`src/rtl/sv_rr_arbiter.sv`:
```
// -----------------------------------------------------------------------------
// sv_rr_arbiter
//   Eight-requester round-robin arbiter with a bounded hold time. A requester
//   may keep the grant for up to MAX_HOLD consecutive cycles while others
//   wait; if nobody else is waiting it keeps the grant indefinitely. All
//   outputs are registered, so a decision taken at a clock edge is visible
//   right after that edge.
//
// Parameters
//   MAX_HOLD  consecutive grant cycles allowed while others wait (1..15)
//
// Ports
//   clk       single clock, rising edge
//   rst_n     asynchronous active-low reset
//   request   [7:0] one bit per requester, high = wants the resource
//   grant     [2:0] index of the current owner (meaningful while valid=1)
//   grant_oh  [7:0] one-hot form of grant, all zeros while valid=0
//   valid     high while some requester holds the grant
// -----------------------------------------------------------------------------
module sv_rr_arbiter #(
  parameter int MAX_HOLD = 4
) (
  input  logic       clk,
  input  logic       rst_n,
  input  logic [7:0] request,
  output logic [2:0] grant,
  output logic [7:0] grant_oh,
  output logic       valid
);

  localparam logic [3:0] MAX_HOLD_C = 4'(MAX_HOLD);

  typedef enum logic {
    IDLE  = 1'b0,
    GRANT = 1'b1
  } state_t;

  state_t     state;
  logic [2:0] ptr;
  logic [3:0] cnt;

  // First set bit of mask, searching upward from start and wrapping 7->0.
  // The loop walks offsets from highest to lowest so the nearest hit is the
  // last one written and wins.
  function automatic logic [2:0] rr_pick(input logic [7:0] mask,
                                         input logic [2:0] start);
    logic [2:0] idx;
    rr_pick = start;
    for (int i = 7; i >= 0; i--) begin
      idx = start + 3'(i);
      if (mask[idx]) rr_pick = idx;
    end
  endfunction

  // Candidate for the next grant. From IDLE the search starts at ptr; while
  // granting it starts just past the current owner. When the owner still
  // requests, the owner is masked out so an expired hold passes the grant on.
  logic [2:0] search_start;
  logic [7:0] search_mask;
  logic [7:0] others;
  logic [2:0] next_grant;

  // NOTE: every signal assigned in always_comb gets a value on every path
  // (here unconditionally) so no latch is inferred.
  always_comb begin
    others       = request & ~grant_oh;
    search_start = ptr;
    search_mask  = request;
    if (state == GRANT) begin
      search_start = grant + 3'd1;
      if (request[grant]) search_mask = others;
    end
    next_grant = rr_pick(search_mask, search_start);
  end

  // NOTE: sequential state uses non-blocking assignments so every register
  // samples the pre-edge values, independent of statement order.
  always_ff @(posedge clk or negedge rst_n) begin
    if (!rst_n) begin
      state    <= IDLE;
      grant    <= 3'd0;
      grant_oh <= 8'd0;
      valid    <= 1'b0;
      ptr      <= 3'd0;
      cnt      <= 4'd0;
    end else begin
      case (state)
        IDLE: begin
          // With no request, grant and ptr simply hold.
          if (|request) begin
            state    <= GRANT;
            valid    <= 1'b1;
            grant    <= next_grant;
            grant_oh <= 8'd1 << next_grant;
            ptr      <= next_grant + 3'd1;
            cnt      <= 4'd1;
          end
        end

        GRANT: begin
          if (request == 8'd0) begin
            // Release: grant keeps its last value, only valid/grant_oh drop.
            state    <= IDLE;
            valid    <= 1'b0;
            grant_oh <= 8'd0;
            cnt      <= 4'd0;
          end else if (!request[grant] || (cnt == MAX_HOLD_C && |others)) begin
            // Owner left, or its hold expired with someone else waiting:
            // hand over directly, no idle bubble.
            grant    <= next_grant;
            grant_oh <= 8'd1 << next_grant;
            ptr      <= next_grant + 3'd1;
            cnt      <= 4'd1;
          end else if (cnt == MAX_HOLD_C) begin
            // Hold expired but nobody else wants it: keep it, restart count.
            cnt <= 4'd1;
          end else begin
            cnt <= cnt + 4'd1;
          end
        end

        default: state <= IDLE;
      endcase
    end
  end

endmodule

```
`config.mk`:
```
export PLATFORM = sky130hd
export DESIGN_NAME = sv_rr_arbiter
export DESIGN_NICKNAME = d
export VERILOG_FILES = /design/src/rtl/sv_rr_arbiter.sv
export SDC_FILE = /design/constraint.sdc
export NUM_CORES = 1
export LEC_CHECK = 0
export BUFFER_PORTS_ARGS = -buffer_cell sky130_fd_sc_hd__buf_2
export CAP_MARGIN = 20
export CORE_UTILIZATION = 30
export CTS_BUF_LIST = sky130_fd_sc_hd__clkbuf_4 sky130_fd_sc_hd__clkbuf_8
export CTS_CLUSTER_DIAMETER = 150
export CTS_CLUSTER_SIZE = 14
export DETAILED_ROUTE_END_ITERATION = 7
export MAX_ROUTING_LAYER = met4
export PLACE_DENSITY_LB_ADDON = 0.05
export SLEW_MARGIN = 20
export SYNTH_ARGS = -nofsm -noshare
export SYNTH_HDL_FRONTEND = slang
export SYNTH_SLANG_ARGS = --single-unit
export TNS_END_PERCENT = 100
```
`constraint.sdc`:
```
create_clock -name clk -period 6.2 [get_ports clk]
set_input_delay 0.31 -clock clk [delete_from_list [all_inputs] [get_ports clk]]
set_output_delay 0.31 -clock clk [all_outputs]
set_load 0.01 [all_outputs]
```
==> results of run 1 <==
registers in the layout (all words and copies together), names as in the netlist:
register,count
valid,1
ptr,3
grant,3
cnt,4
grant_oh,8
state,1
cell usage in the layout, fill, tap and decap left out, drive strengths merged, types with 5 or more instances in the layout:
cell type  Yosys  routed
o21ai         24      24
nand2         24      24
a211oi         8       8
a2bb2oi        5       5
a31oi          5       5
mux2          12      12
mux4           6       6
o31ai          7       7
o31a           5       5
buf            7      28
nand2b         5       5
nand3         15      15
inv           17      17
nor2          26      26
ha            15      15
dfrtp         20      20
a21oi         16      16
and3           7       7
mux2i         21      21
o211ai        11      11
cell families after synthesis:
logic type / after synthesis
AOI/OAI and AO/OA: 125
and+or+nand+nor: 93
muxes: 39
buffers and inverters: 35
DFF: 20
adders and majority gates: 15
xor gates and xnor gates: 4
how the worst max path moves through the flow:
| stage | to | depth (start not counted) |
|---|---|---|
| floorplan | grant_oh[6] | 16 |
| detailed placement | grant_oh[4] | 13 |
| global route | grant_oh[3] | 16 |
| CTS | grant_oh[4] | 13 |
| finish | grant_oh[4] | 13 |
| global placement | grant_oh[4] | 13 |
per-layer routing:
layer | global-route usage [%] | share of wire [%] | routed length (microns) | vias up
met5 | - | 0 | 0 | -
met4 | 3.96 | 1.9 | 172 | 0
met3 | 2.08 | 3.7 | 342 | 15
met2 | 28.4 | 42 | 3890 | 63
met1 | 31.0 | 52 | 4770 | 1369
li1 | - | - | - | 1325
through the flow:
stage / setup slack (ps) / cells / util, % / cell area, sq um
after floorplan: 1790 / 331 / - / 2760
after global placement: 1580 / 450 / 33.7 / 2970
after detailed placement: 1550 / 450 / 33.7 / 2970
after CTS: 1540 / 454 / 34.5 / 3040
after global routing: 1090 / 454 / 34.5 / 3040
final: 1510 / 454 / 34.5 / 3040
critical path, cell delays in order, from the launching register on:
cell,delay [ps]
dfrtp_1,520
ha_1,350
mux2_2,350
inv_1,280
ha_1,320
xnor2_1,600
mux4_2,640
a221oi_2,220
a31oi_1,150
or3_4,370
and2_1,190
ha_1,190
and3_1,140
a32o_1,250
final cells by class:
cell class / instances / area (sq um) / area share (%)
Multi-Input combinational cell: 276 / 2110 / 69.3
Sequential cell: 20 / 500 / 16.5
Timing Repair Buffer: 28 / 158 / 5.19
Tap cell: 108 / 135 / 4.44
Inverter: 18 / 67.6 / 2.22
Clock buffer: 3 / 41.3 / 1.36
Clock inverter: 1 / 30.0 / 0.988
==> flow_summary.toml, run 1 <==
[critical_path]
end_kind = "register"
r2r_end = "grant_oh[4]"
reg2regPathDepth = 13
cp-start-kind = "register"
crit_path_start = "grant[0]"
reg2reg_slack_ps = 1510
critPathMaxFanout = 16
worstPathRequired_ps = 6350
cp.arrival_ps = 4840
critPathKind = "register to register"
reg2reg_from = "grant[0]"

[global_route]
grt_overflow = 0
grt_pass1_wl_microns = 14900
antenna_found_initial = 0
grt_max_degree = 21
grt_usage_pct = 20.3
grt_pass1_vias = 2573

[placed_design]
gp_congestion = 0.869
dp_hpwl_microns = 7240
portBuffers = 21

[route]
vias = 2772
drc = 2
routedWlPerCell_microns = 20.2
viasPerCell = 6.11
ant_nets = 0
wl_microns = 9170
drtPass1Iterations = 8
drt-initial-drc-count = 159

[clock_network]
clock-root-buffer = "clkbuf_8"
postCtsSetupBuffers = 0
cts_hold_buf = 0
ctsHtreeMaxLevel = 1
numCtsBuffers = 3
cts_tree = "yes"
clk_latency_ps = 260
clk_path_buf_depth = 2
clkTransAtPathRegs_ps = 80
post_cts_resize_count = 0
cts_sinks = 20

[timing]
setup_viol = 0
fin_skew_ps = 2.20
tightest_slew_ps = 868
rsz0062_at_grt = "no"
finalCriticalPeriod_ps = 4690
finalHoldViolCount = 10
period_share_pct = 75.6
slew_violations = 0
fmax_ghz = 0.213
tns_ps = 0
maxSlewHeadroom_pct = 41.4
hold_slack_ps = -5.70

[synth]
synthFlopType = "dfrtp_1"
synth_warnings = 0
syn-instance-count = 331
synth_compound_area_share_pct = 34.0
netlist_area_sq_um = 2760
synth_seq_area_share_pct = 18.1
synth-seq-cells = 20
synth_nets = 356
synthMuxAreaShare_pct = 17.9
synthAdderAreaFrac_pct = 6.80
synth_top_family_by_area = "compound AO/OA/AOI/OAI gates"
synth_most_common_cell = "nor2_1"
ys_top_cells_by_count = "nor2_1, nand2_1, o21ai_0"
yosysUniqueCellTypes = 68
yosysTopAreaCell = "dfrtp_1"
synth-async-reset-ratio_pct = 100
synth_xor_area_share_pct = 1.54
synth.avg_cell_area_sq_um = 8.34
synth_edf_count = 0
synth-simple-area-share_pct = 16.1
synthTopCellsByArea = "dfrtp_1, mux2i_1, ha_1"
synth_top_area_share_pct = 18.1

[min_path]
hp-class = "primary input to asynchronous set/reset pin"

[cells_and_area]
area_growth_pct = 10.1
nets = 372
fill_cells = 931
drive_above_1_share_pct = 18.2
diodes = 0

[floorplanning]
rows = 34
die_h_microns = 97.9
initial_utilization_pct = 31.4
die_w_microns = 97.9
coreArea_sq_um = 8810
die_area_sq_um = 9590
io_pins = 22

[status]
violations = "DRC, hold timing"
outcome = "finished with violations"

[flow_run]
drv_cap = 0
Power of run 1 is left out: the tool's default activity adds up to more than one toggle a clock period on the data nets, which glitch-free logic cannot reach.
==> inputs of run 2 (changes only) <==
clock period = 4.2 ns   (was 6.2 ns; I/O delays follow)
==> run 2 against run 1 <==
  * The run ends with DRC left
  * Maximum frequency is 17% higher
  * Count of clock-buffer cells in the layout up 1
  * Register-to-register slack got worse by 1300 ps
  * Sequential share of layout area shrank 1.2 points
  * Worst setup slack lost 1300 ps
  * Final cell count increased by 5.7%
  * Core utilization rose by 2.7 points
  * Non-clock buffer count increased by 26
  * Cell area increased by 7.7%
==> flow_summary.toml, run 2 (synthesis results as in run 1) <==
[route]
drc = 3
viasPerCell = 6.09
wl_microns = 9980
drtPass1Iterations = 6
routedWlPerCell_microns = 20.8
drt-initial-drc-count = 228
vias = 2921
ant_nets = 0

[global_route]
grt_pass1_wl_microns = 16000
grt_overflow = 0
grt_usage_pct = 22.0
grt_pass1_vias = 2838
grt_max_degree = 25
antenna_found_initial = 0

[critical_path]
crit_path_top_delay_cell = "o31ai_2"
worstPathRequired_ps = 4350
end_kind = "register"
slowest_delay_ps = 670
critPathMaxFanout = 13
r2r_end = "grant_oh[4]"
critPathKind = "register to register"
cp.depth = 13
reg2reg_slack_ps = 190
cp-start-kind = "register"
critical_path.top_delay_family = "compound AO/OA/AOI/OAI gates"
crit_chain = "buf_4, nor2b_1, a22o_2, o31ai_2, mux2i_1, mux2_2, a221oi_2, a31oi_1, or3_4, and2_1, ha_1, and3_1, a32o_1"
reg2regPathDepth = 13
cp.arrival_ps = 4160
crit_buf_inv = 1
reg2reg_from = "grant[1]"

[timing]
setup_slack_ps = 194
fin_skew_ps = 1.88
finalCriticalPeriod_ps = 4010
tightest_slew_ps = 734
slew_violations = 0
maxSlewHeadroom_pct = 50.8
setup_viol = 0
finalHoldViolCount = 0
fmax_ghz = 0.250
rsz0062_at_grt = "no"
period_share_pct = 95.4
tns_ps = 0

[floorplanning]
coreArea_sq_um = 8810
initial_utilization_pct = 31.4
die_w_microns = 97.9
die_h_microns = 97.9
die_area_sq_um = 9590
io_pins = 22
rows = 34

[clock_network]
clkTransAtPathRegs_ps = 80
postCtsSetupBuffers = 0
clk_path_buf_depth = 2
ctsHtreeMaxLevel = 1
numCtsBuffers = 3
clk_latency_ps = 260
clock-root-buffer = "clkbuf_8"
cts_tree = "yes"
cts_sinks = 20

[min_path]
hp-class = "primary input to asynchronous set/reset pin"

[placed_design]
gp_congestion = 0.842
dp.cells = 475
dp_hpwl_microns = 7750
portBuffers = 21
place_ws_ps = 125

[cells_and_area]
nets = 398
drive_above_1_share_pct = 25.0
largest_reg_flops = 8
largest-register = "grant_oh"
final-seq-area_sq_um = 500
final_cell_mix = "buf_4, nor2_1, nand2_1"
final_common_cell = "buf_4"
area_growth_pct = 18.6
diodes = 0
instances_no_fill = 480
multiInputGateArea_sq_um = 2150
final_util_pct = 37.2
fill_cells = 914
largest_registers = "grant_oh x8, cnt x4"

[flow_run]
drv_cap = 0

[status]
violations = "DRC"
outcome = "finished with violations"
[run 2: cell count changes in the layout (fill, tap and decap cells not counted), sizes merged]
cell,delta
buf,+25
clkbuf,+1
bufinv,-1
dlygate4sd3,+1
[run 2: worst register-to-register path, delay by kind of cell (launching register included)]
family,cells,cell delay [ps]
DFF,1,390
muxes,2,550
buffers and inverters,1,170
adders and majority gates,1,190
AOI/OAI and AO/OA,5,1750
and+or+nand+nor,4,850
[run 2: cell type report]
| type | instances | share of cell area (%) |
|---|---|---|
| Clock buffer | 4 | 1.68 |
| Inverter | 18 | 2.06 |
| Multi-Input combinational cell | 276 | 65.6 |
| Sequential cell | 20 | 15.3 |
| Tap cell | 108 | 4.13 |
| Timing Repair Buffer | 54 | 11.2 |
[run 2: timing repair]
item                                    in CTS  in global routing
endpoints found under the hold margin       20                  0
hold buffers                                 1                  0
endpoints found under the setup margin       0                  9
resized for setup                            0                  4
[run 2: through the flow]
| stage | area (sq um) | hold WS (ps) |
|---|---|---|
| detailed placement | 3190 | 195 |
| CTS | 3250 | 443 |
| global placement | 3190 | 201 |
| floorplan | 2780 | -85.6 |
| finish | 3270 | 438 |
| global route | 3270 | 487 |
[run 2: how the worst max path moves through the flow]
stage / startpoint / endpoint / slack, ps
after CTS: grant[0] / grant_oh[4] / 70
after detailed placement: grant[0] / grant_oh[4] / 120
after global routing: grant[0] / grant_oh[3] / 10
after floorplan: grant[0] / grant_oh[6] / 6
final: grant[1] / grant_oh[4] / 190
after global placement: grant[0] / grant_oh[3] / 60
[run 2: routing by layer]
metal,track usage [%],part of all wire (%)
met1,31.1,48
met2,34.0,45
met3,2.65,5.5
met4,3.73,1.2
met5,-,0
Power of run 2 is left out for the same reason.
